**src/rtl/pc_sequencer.sv**
```systemverilog
// Program-counter sequencer: next-PC selection, boot/run/multi-cycle-wait/halt
// control, misaligned-target trap and retired-instruction counting.
module pc_sequencer #(
    parameter int                     PC_WIDTH     = 32,
    parameter logic [PC_WIDTH-1:0]    RESET_VECTOR = '0
) (
    input  logic                clk,
    input  logic                rst,
    input  logic                imem_ready,
    input  logic                Branch,
    input  logic                BranchTaken,
    input  logic                Jump,
    input  logic                md_op,
    input  logic                md_done,
    input  logic [PC_WIDTH-1:0] BranchTarget,
    input  logic [PC_WIDTH-1:0] JumpTarget,
    output logic [PC_WIDTH-1:0] PC,
    output logic [PC_WIDTH-1:0] PC_Plus_4,
    output logic [1:0]          PCSrc,
    output logic                stall,
    output logic                md_req,
    output logic                retire,
    output logic                trap,
    output logic [31:0]         retire_cnt
);

    typedef enum logic [1:0] {BOOT, RUN, WAIT_MD, HALT} state_t;

    state_t              state;
    logic [PC_WIDTH-1:0] next_pc;
    logic                misaligned;

    assign PC_Plus_4 = PC + PC_WIDTH'(4);

    always_comb begin
        PCSrc = 2'b00;
        if (Jump)
            PCSrc = 2'b10;
        else if (Branch && BranchTaken)
            PCSrc = 2'b01;
    end

    always_comb begin
        next_pc = PC_Plus_4;
        case (PCSrc)
            2'b01:   next_pc = BranchTarget;
            2'b10:   next_pc = JumpTarget;
            default: next_pc = PC_Plus_4;
        endcase
    end

    // Sequential PC+4 is always word-aligned, so only redirects can fault.
    assign misaligned = (PCSrc != 2'b00) && (next_pc[1:0] != 2'b00);

    // Handshake outputs depend on the current cycle's inputs (retire and
    // md_req must coincide with the cycle that commits or launches).
    always_comb begin
        stall  = 1'b1;
        retire = 1'b0;
        md_req = 1'b0;
        case (state)
            RUN: begin
                if (imem_ready) begin
                    if (md_op) begin
                        md_req = 1'b1;
                    end else if (!misaligned) begin
                        stall  = 1'b0;
                        retire = 1'b1;
                    end
                end
            end
            WAIT_MD: begin
                if (md_done) begin
                    stall  = 1'b0;
                    retire = 1'b1;
                end
            end
            default: ;
        endcase
    end

    always_ff @(posedge clk) begin
        if (rst) begin
            state      <= BOOT;
            PC         <= RESET_VECTOR;
            trap       <= 1'b0;
            retire_cnt <= '0;
        end else begin
            if (retire)
                retire_cnt <= retire_cnt + 32'd1;
            case (state)
                BOOT: state <= RUN;
                RUN: begin
                    if (imem_ready) begin
                        if (md_op) begin
                            state <= WAIT_MD;
                        end else if (misaligned) begin
                            state <= HALT;
                            trap  <= 1'b1;
                        end else begin
                            PC <= next_pc;
                        end
                    end
                end
                WAIT_MD: begin
                    // MUL/DIV never redirects: it always falls through.
                    if (md_done) begin
                        PC    <= PC_Plus_4;
                        state <= RUN;
                    end
                end
                default: state <= HALT;
            endcase
        end
    end

endmodule

```
**config.mk**
```make
export PLATFORM = sky130hd
export DESIGN_NAME = pc_sequencer
export DESIGN_NICKNAME = d
export VERILOG_FILES = /design/src/rtl/pc_sequencer.sv
export SDC_FILE = /design/constraint.sdc
export NUM_CORES = 1
export LEC_CHECK = 0
export ABC_AREA = 1
export CAP_MARGIN = 5
export CORE_AREA = 2 2 107 109
export CTS_CLUSTER_DIAMETER = 120
export DETAILED_ROUTE_END_ITERATION = 10
export DIE_AREA = 0 0 109 111
export PLACE_DENSITY = 0.88
export SYNTH_ARGS = -nofsm -noshare
export SYNTH_HDL_FRONTEND = slang
export SYNTH_SLANG_ARGS = --single-unit
```
**constraint.sdc**
```tcl
create_clock -name clk -period 2.6 [get_ports clk]
set_input_delay 0.39 -clock clk [delete_from_list [all_inputs] [get_ports clk]]
set_output_delay 0.39 -clock clk [all_outputs]
set_load 0.02 [all_outputs]
```
Yosys cells after proc, flatten, opt, wreduce, memory -nomap -nowiden --
Index checks and enable logic that the tools add are counted.
Storage, ports and cells: input bits 72, output and inout bits 102, register bits 67, logic and storage cells 51
Operators by class: reduce and logical (&&, ||, !) cells 9, multiplexer cells 26, equality and inequality tests 9, bitwise gates (word level) 1, add/sub/neg operators 2
Operator list (count):
- 32-bit two-way mux | 4
- 32-bit one-hot mux with 2 select lines | 2
- 32-bit by 1-bit adder with 32-bit output (second input constant) | 1
- 32-bit by 3-bit adder with 32-bit output (second input constant) | 1
- 1-bit two-way mux | 12
- 2-bit two-way mux | 5
- 2-bit != test (second input constant) | 4
- 2-bit one-hot mux with 3 select lines | 1
- 2-bit nonzero test | 3
- 5-bit AND reduction | 1
- 2-bit by 1-bit equality test with 1-bit output (second input constant) | 2
- 2-bit equality test (second input constant) | 2
- 1-bit one-hot mux with 2 select lines | 2
- 4-bit AND reduction | 1
- 3-bit != test (second input constant) | 1
- 3-bit AND reduction | 1
- 1-bit logical AND | 2
- 2-bit zero test | 1
- 1-bit NOT | 1

Longest topological paths before layout --
Gate-level depths: netlist of run 1.
depth in word-level cells 11, depth in mapped cells 13, depth with buffers taken out 12

Worst setup path before layout of run 1 --
No wires, ideal clock.
path type reg-to-output, start point reg PC[2], end point out PC_Plus_4[24], stages on the path, launching flop included 10, data arrival time 1651 ps, buffers on the path 0, data required time 2210 ps, path slack 559 ps, cells stage by stage dfxtp_1 -> ha_1 -> nand2_1 -> nor2_1 -> nand3_1 -> nor2_1 -> nand3_1 -> nand2_1 -> nand2_1 -> inv_1
On the way: cells in the longest elaborated chain, start to end 1
RTL lines:
- from (decl) | line 17 | output logic [PC_WIDTH-1:0] PC,
- from (signal assigned) | line 101 | PC <= next_pc;
- from (signal assigned) | line 108 | PC <= PC_Plus_4;
- 32-bit by 3-bit adder with 32-bit output | line 33 | assign PC_Plus_4 = PC + PC_WIDTH'(4);
- to (decl) | line 18 | output logic [PC_WIDTH-1:0] PC_Plus_4,
No other way between the ends.

Final worst setup path of run 1 --
start point reg PC[14], end point out PC_Plus_4[22]
Same word-level chain as after synthesis.

==> flow_metrics.tcl, run 1 <==
set metrics [dict create \
    synth-simple-area-share 0.4950 \
    drive_gt1_frac 0.1149 \
    yosys.area_share.adder 0.01368 \
    gp_routability_congestion 1.001 \
    fmax_mhz 397.2 \
    syn-cell-area_um2 5488 \
    cts_tree "done" \
    syn_to_final_growth_pct 41.47 \
    muxShareOfSynthArea 0 \
    postRouteWirelength_um 18620 \
    cts_setup_buffers 0 \
    synth_area_per_cell_um2 6.004 \
    critPathMaxFanout 5 \
    grt_pass1_wl_um 29930 \
    synth_top_area_frac 0.2444 \
    antenna_left 0 \
    required_ps 2210 \
    yosysSeqAreaShare 0.2444 \
    worstSkewPairLatency_ps 330 \
    syn_nets 992 \
    place_area_um2 7427 \
    synthArstFlopShare 0 \
    clock_path_buffers 2 \
    drc_errors 0 \
    portBuffers 173 \
    ctsRootBufferMaster "clkbuf_16" \
    finalNetCount 1170 \
    via_per_inst 5.387 \
    synth_area_leaders "dfxtp_1 (24%), nand2_1 (23%), nor2_1 (9.0%)" \
    crit_chain "nand2_1, nor2_1, nand2_1, nor2_1, nand3_1, nand2_1, clkdlybuf4s50_1" \
    vias 6680 \
    drt_first_iter_violations 670 \
    die_w_um 109 \
    yosysTopAreaCell "dfxtp_1" \
    ys_seq_elements 67 \
    synth_edf_count 0 \
    design_area_um2 7764 \
    track_usage 0.3118 \
    dieArea_um2 12100 \
    r2r_end "PC[18]" \
    rsz0062_at_grt "false" \
    synth_top_family_by_area "simple AND/OR/NAND/NOR gates" \
    cp_common_cell "nand2_1" \
    p_leak_uw 0.003288 \
    clk_pin_slew_worst_paths_ps 50 \
    post-synth-top-count-cell "nand2_1" \
    r2r-start "state[0]" \
    die_y_um 111 \
    n_antenna_cell 0 \
    setup_viol 0 \
    grt_max_degree 42 \
    hold_end "retire_cnt[31]" \
    grt_overflow 0 \
    grt_pass1_vias 6242 \
    worstPathArrival_ps 2130 \
    finalClockSkew_ps 5.511 \
    dp_cells 1224 \
    reg2reg_depth 11 \
    antenna_found_initial 0 \
    r2r_slack_ps 510 \
    wire_per_inst_um 15.02 \
    outcome "completed" \
    critPathSlowestCell "clkdlybuf4s50_1" \
    cts_sinks 67 \
    maxSlewViolCount 0 \
    fp-row-count 39 \
    dp_hpwl_um 14230 \
    hold_viol 0 \
    hold_path.class "register to register" \
    setup_tns_ps 0 \
    synth-xor-area-share 0.03352 \
    hold_path_depth 2 \
    synth_flop_cell "dfxtp_1" \
    synth-compound-area-share 0.1176 \
    start_util 0.4954 \
    io_pins 174 \
    cp-start-kind "register" \
    crit_type "register to output pin" \
    min-delay-start "retire_cnt[31]" \
    tightest_slew_ps 505.8 \
    numCtsBuffers 9 \
    peakVddDrop_mv 0.5847 \
    synth_cells 914 \
    synth.yosys.warnings 0 \
    fin_cells 1240 \
    max_stage_delay_ps 610 \
    p_per_area_nw_per_um2 754.8 \
    htree_num_levels 3 \
    synth_common_cells "nand2_1 (334), nor2_1 (132), inv_1 (68)" \
    cp-end-kind "output pin" \
    period_minus_slack_ps 2518 \
    period_share 0.9684 \
    maxSlewHeadroom 0.6628 \
    first_pass_iters 5 \
    core_area_um2 11080 \
    maxCapViolCount 0 \
    ys_types 38 \
]
-- report_power, final --
group	internal, uW	total, uW	switching [uW]
logic	1210	3250	2040
registers	1200	1410	208
clock network	749	1200	447
-- cells in the final DEF, fill, tap and decap left out, types with 2 or more instances in the layout --
cell type        instances
a21oi_1                 46
a21oi_2                 10
a221o_1                  4
a22o_1                  20
buf_4                   35
clkbuf_1                 2
clkbuf_16                9
clkbuf_2                 2
clkbuf_8                 4
clkdlybuf4s50_1        148
dfxtp_1                 62
dfxtp_2                  5
dlygate4sd2_1           13
dlymetal6s2s_1           9
ha_1                     6
inv_1                   68
inv_2                    5
nand2_1                333
nand2_2                  2
nand2_4                  4
nand3_1                 55
nand3_2                 34
nand3b_1                13
nand4_1                 16
nor2_1                 126
nor2_2                   8
nor2_4                   3
nor3_1                   5
o2111ai_1                2
o21a_1                   3
o21ai_0                  6
o21ai_1                  7
or2_1                    2
xnor2_1                  5
xor2_1                  16
-- stage by stage --
| step | total power, uW | hold slack, ps | util | worst slack [ps] |
|---|---|---|---|---|
| after CTS | 5839 | 485.8 | 0.6968 | 2.585 |
| after global routing | 6206 | 497.1 | 0.7009 | 1.575 |
| after global placement | 4648 | 477.0 | 0.6705 | -95.76 |
| after detailed placement | 4685 | 478.5 | 0.6705 | -136.6 |
| final | 5860 | 483.1 | 0.7009 | 82.21 |
| after floorplan | 3491 | 487.4 | - | 559.0 |
-- cell families after synthesis --
group / Yosys count
AO/OA/AOI/OAI: 99
XOR/XNOR: 21
adder cells (fa/ha/maj): 6
buffers and inverters: 117
flip-flops: 67
AND/OR/NAND/NOR: 604
-- sequential cells by signal (all words and copies together), names as in the netlist --
| register | cells |
|---|---|
| trap | 1 |
| retire_cnt | 32 |
| PC | 32 |
| state | 2 |
-- area by class of cell --
class,instances,area [um2]
inverter,75,284.0
sequential,67,1348
clock inverter,1,5.005
tap,143,178.9
fill,950,3313
multi-input combinational,730,3659
clock buffer,15,287.8
timing repair buffer,209,2002
-- how the worst max path moves through the flow --
stage	from	to	slack, ps	depth (start not counted)
after detailed placement	Branch	retire	-140	12
after CTS	PC[2]	PC_Plus_4[11]	3	9
after floorplan	PC[2]	PC_Plus_4[24]	560	9
after global routing	Branch	retire	2	12
after global placement	Branch	retire	-100	12
final	PC[14]	PC_Plus_4[22]	80	7
-- per-layer routing --
layer,GRT usage,wire length (um)
met1,0.4126,7879
met2,0.4832,8433
met3,0.08172,1774
met4,0.1162,533
met5,0,0
-- critical path, delay by kind of cell, from the launching register on --
kind                   cells  cell delay (ps)
DFF                        1              420
and+or+nand+nor            6              770
buffers and inverters      1              610
-- what timing repair did --
item | in CTS | in global routing
resized for setup | 25 | 23
hold buffers | 0 | 0
endpoints found under the hold margin | 0 | 0
cloned | 0 | 0
setup endpoints to repair | 23 | 18
(Power assumes the default switching activity.)
==> run 2: changes to the inputs <==
--- a/config.mk
+++ b/config.mk
@@ -7,11 +7,11 @@
 export LEC_CHECK = 0
 export ABC_AREA = 1
 export CAP_MARGIN = 5
-export CORE_AREA = 2 2 107 109
+export CORE_AREA = 3 3 117 119
 export CTS_CLUSTER_DIAMETER = 120
 export DETAILED_ROUTE_END_ITERATION = 10
-export DIE_AREA = 0 0 109 111
-export PLACE_DENSITY = 0.88
+export DIE_AREA = 0 0 120 122
+export PLACE_DENSITY = 0.79
 export SYNTH_ARGS = -nofsm -noshare
 export SYNTH_HDL_FRONTEND = slang
 export SYNTH_SLANG_ARGS = --single-unit
==> constraint.sdc (replaced) <==
create_clock -name clk -period 2.25 [get_ports clk]
set_input_delay 0.3375 -clock clk [delete_from_list [all_inputs] [get_ports clk]]
set_output_delay 0.3375 -clock clk [all_outputs]
set_load 0.02 [all_outputs]
==> run 2 against run 1 <==
Net effect:
- setup slack got worse by 55 ps
- non-clock buffer count rose by 47
- critical path depth rose by 3
- clock skew fell by 1.9 ps
- worst hold slack got worse by 17 ps
- sequential cell count did not move
- routed wire length rose by 5.5%
- combinational power rose by 24%
==> flow_metrics.tcl, run 2 (synthesis results as in run 1) <==
set metrics [dict create \
    outcome "completed" \
    crit_chain "buf_4, nand3_1, buf_4, inv_1, nand2_2, inv_1, nand2_1, nand2_1, nand2_1, clkdlybuf4s15_2" \
    ctsRootBufferMaster "clkbuf_16" \
    hold_path.class "register to register" \
    via_per_inst 5.203 \
    finalNetCount 1217 \
    core_area_um2 12670 \
    dp_hpwl_um 15520 \
    postRouteWirelength_um 19650 \
    seqCellArea_um2 1348 \
    first_pass_iters 6 \
    worstSkewPairLatency_ps 330 \
    numCtsBuffers 9 \
    p_per_area_nw_per_um2 873.5 \
    portBuffers 173 \
    p_sw_frac 0.4582 \
    grt_max_degree 42 \
    cts_sinks 67 \
    critPathSlowestCell "dfxtp_1" \
    maxCapViolCount 0 \
    finalClockSkew_ps 3.613 \
    htree_num_levels 3 \
    grt_pass1_vias 6147 \
    crit_type "register to output pin" \
    finalPower_uw 7042 \
    fin_cells 1315 \
    drc_errors 0 \
    die_y_um 122 \
    internal-power_uw 3815 \
    dp_cells 1300 \
    die_w_um 120 \
    peakVddDrop_mv 0.5974 \
    fp-row-count 41 \
    tightest_slew_ps 514.8 \
    cts_setup_buffers 0 \
    wire_per_inst_um 14.94 \
    n_antenna_cell 0 \
    cp-end-kind "output pin" \
    maxSlewViolCount 0 \
    fmax_mhz 449.8 \
    period_share 0.9881 \
    maxSlewHeadroom 0.6568 \
    p_comb_frac 0.574 \
    nFillCells 1210 \
    vias 6842 \
    setup_viol 0 \
    antenna_left 0 \
    place_area_um2 7816 \
    drt_first_iter_violations 495 \
    p_leak_uw 0.003386 \
    multi_input_area_um2 3671 \
    antenna_found_initial 2 \
    dieArea_um2 14640 \
    rsz0062_at_grt "true" \
    io_pins 174 \
    required_ps 1910 \
    period_minus_slack_ps 2223 \
    pwr-share-seq 0.222 \
    clk_pin_slew_worst_paths_ps 60 \
    cp-start-kind "register" \
    syn_to_final_growth_pct 46.90 \
    track_usage 0.2623 \
    design_area_um2 8061 \
    grt_pass1_wl_um 30750 \
    worstPathArrival_ps 1890 \
    start_util 0.4331 \
    final_cell_mix "nand2_1 (331), clkdlybuf4s50_1 (140), nor2_1 (126), buf_4 (82), inv_1 (67)" \
    cp_common_cell "nand2_1" \
    hold_viol 0 \
    clock_power_share 0.204 \
    critPathMaxFanout 8 \
    layout_commonest_cell "nand2_1" \
    p_sw_uw 3226 \
    top_regs "PC x32, retire_cnt x32, state x2" \
    gp_routability_congestion 0.9829 \
    drive_gt1_frac 0.1759 \
    clock_path_buffers 2 \
    max_stage_delay_ps 330 \
    grt_overflow 0 \
    cts_tree "done" \
]
-- run 2: final timing paths --
path / from / to / slack [ps] / cells after the start
worst max-delay path: PC[2] / PC_Plus_4[25] / 30 / 10
worst min-delay path: trap / trap / 470 / 1
worst max register to register: state[0] / PC[18] / 230 / 11
worst min register to register: trap / trap / 470 / 1
-- run 2: worst max-delay path, delay by kind of cell, from the launching register on --
family	cells	cell delay, ps
simple gates	5	410
buf+inv	5	810
flops	1	330
-- run 2: per-layer routing --
layer,share of wire,up-vias,global-route usage
met3,0.091,54,0.06964
met2,0.45,317,0.4250
met4,0.025,4,0.07802
met5,0.0011,-,0
met1,0.43,3090,0.3436
li1,-,3377,-
-- run 2: final cells by class --
type,count,share of cell area
tap,172,0.02670
multi-input combinational,730,0.4554
inverter,75,0.03523
timing repair buffer,256,0.2789
clock inverter,2,0.004346
sequential,67,0.1672
clock buffer,13,0.03228
-- run 2: through the flow --
stage	util	setup slack, ps	setup TNS (ps)	hold slack (ps)
final	0.6362	26.82	0	466.3
after global routing	0.6362	-111.3	-151.9	501.1
after CTS	0.6412	0.07150	0	469.1
after detailed placement	0.6169	-375.2	-7319	456.1
after global placement	0.6169	-361.3	-5228	450.4
after floorplan	-	261.5	0	487.4
-- run 2: power by group through the flow --
stage	combinational [uW]	clock (uW)	sequential, uW
floorplan	2250	0	1780
global placement	4100	0	1570
detailed placement	4120	0	1570
CTS	4060	1440	1550
global route	4400	1500	1580
finish	4040	1440	1560
-- run 2: what timing repair did --
item | 4_1_cts | 5_1_grt
cloned | 0 | 0
hold buffers | 0 | 0
pin swaps | 0 | 2
gates resized for setup | 70 | 45
setup endpoints to repair | 31 | 27
==> run 3: changes to the inputs <==
--- a/config.mk
+++ b/config.mk
@@ -11,6 +11,7 @@
 export CTS_CLUSTER_DIAMETER = 120
 export DETAILED_ROUTE_END_ITERATION = 10
 export DIE_AREA = 0 0 120 122
+export GPL_ROUTABILITY_DRIVEN = 0
 export PLACE_DENSITY = 0.79
 export SYNTH_ARGS = -nofsm -noshare
 export SYNTH_HDL_FRONTEND = slang
==> run 3 against run 2 <==
Net effect:
- design area is 1.6% higher
- total power rose by 3.8%
- clock power is 14% higher
- critical path depth down 1
- first-iteration DRC count up 35%
- global-route usage is 0.43 points higher
- clock skew grew 0.75 ps
- routed wire length is 0.36% higher
- non-clock buffer count is 1 higher
- sequential cell count did not move
- critical endpoint is now PC_Plus_4[26]
==> flow_metrics.tcl, run 3 (synthesis results as in run 1) <==
set metrics [dict create \
    maxCapViolCount 0 \
    worstPathArrival_ps 1860 \
    crit_type "register to output pin" \
    grt_pass1_vias 6498 \
    syn_to_final_growth_pct 49.18 \
    top_regs "PC x32, retire_cnt x32, state x2" \
    period_share 0.9744 \
    ctsRootBufferMaster "clkbuf_16" \
    die_y_um 122 \
    wl_met3_um 1613 \
    final_cell_mix "nand2_1 (329), clkdlybuf4s50_1 (139), nor2_1 (119), buf_4 (83), inv_1 (67)" \
    p_leak_uw 0.003452 \
    setup_viol 0 \
    grt_pass1_wl_um 31500 \
    clk_pin_slew_worst_paths_ps 60 \
    met1_length_um 8243 \
    postRouteWirelength_um 19720 \
    io_pins 174 \
    track_usage 0.2667 \
    p_per_area_nw_per_um2 892.6 \
    finalPower_uw 7307 \
    wire_per_inst_um 14.97 \
    first_pass_iters 5 \
    antenna_found_initial 0 \
    hold_path.class "register to register" \
    fmax_mhz 456.1 \
    maxSlewViolCount 0 \
    drc_errors 0 \
    dp_cells 1300 \
    routed.top_layer "met4" \
    grt_max_degree 42 \
    n_antenna_cell 0 \
    tightest_slew_ps 505.4 \
    cp-start-kind "register" \
    design_area_um2 8187 \
    critPathMaxFanout 4 \
    peakVddDrop_mv 0.7470 \
    wl_met2_um 9346 \
    required_ps 1910 \
    cts_tree "done" \
    dieArea_um2 14640 \
    clock_path_buffers 2 \
    vias 6859 \
    htree_num_levels 3 \
    die_w_um 120 \
    rsz0062_at_grt "true" \
    grt_overflow 0 \
    place_area_um2 7829 \
    maxSlewHeadroom 0.6631 \
    core_area_um2 12670 \
    start_util 0.4331 \
    cts_sinks 67 \
    finalClockSkew_ps 4.366 \
    finalNetCount 1218 \
    portBuffers 173 \
    cp-end-kind "output pin" \
    fin_util 0.6461 \
    numCtsBuffers 9 \
    period_minus_slack_ps 2193 \
    dp_hpwl_um 15190 \
    worstSkewPairLatency_ps 340 \
    fin_cells 1317 \
    drive_gt1_frac 0.1886 \
    outcome "completed" \
    layout_commonest_cell "nand2_1" \
    hold_viol 0 \
    fp-row-count 41 \
    drt_first_iter_violations 666 \
    via_per_inst 5.208 \
    antenna_left 0 \
]
[run 3: cell count changes in the layout (fill, tap and decap cells not counted), moves of 2 or more]
cell       delta
nor2_1        -7
nor2_2        +7
buf_2         -3
bufinv_16     +2
clkbuf_1      -2
clkbuf_8      -2
nand2_1       -2
nand2_2       +2
[run 3: path summary, 6_finish.rpt]
path / endpoint / slack, ps / cells after the start / from
setup / recovery: PC_Plus_4[26] / 60 / 9 / PC[2]
hold / removal: trap / 470 / 1 / trap
setup reg to reg: PC[19] / 160 / 9 / state[0]
hold reg to reg: trap / 470 / 1 / trap
[run 3: worst max-delay path: stages, from the launching register on]
cell and delay, ps:
dfxtp_1 330, ha_1 170, nand2_1 70, nor2_2 140
buf_4 150, nand2_2 80, inv_1 80, nand3_1 100
nand2_1 110, clkdlybuf4s15_2 260
[run 3: power by group]
part / internal [uW] / switching, uW
Combinational: 1560 / 2540
Clock: 1080 / 560
Sequential: 1390 / 187
[run 3: metrics by stage]
step | setup TNS (ps) | setup slack [ps] | hold slack (ps)
floorplan | 0 | 261.5 | 487.4
global placement | -5809 | -369.5 | 449.3
detailed placement | -8913 | -401.3 | 458.3
CTS | 0 | 0.2336 | 472.3
global route | -123.9 | -50.55 | 506.7
finish | 0 | 57.50 | 466.9
[run 3: final cells by class]
type / count / area (um2)
clock buffer: 9 / 225.2
inverter: 75 / 286.5
timing repair buffer: 257 / 2278
clock inverter: 7 / 116.4
sequential: 67 / 1348
multi-input combinational: 730 / 3717
fill: 1169 / 4484
tap: 172 / 215.2
[run 3: metal layers]
layer | up-vias | GRT usage
met3 | 42 | 0.05153
li1 | 3384 | -
met4 | 0 | 0.1045
met1 | 3098 | 0.3459
met5 | - | 0
met2 | 335 | 0.4384
[run 3: repair_timing]
action / 4_1_cts / 5_1_grt
endpoints found under the setup margin: 30 / 30
hold buffers: 0 / 0
pin swaps: 1 / 2
buffers inserted: 0 / 1
gates resized for setup: 67 / 63
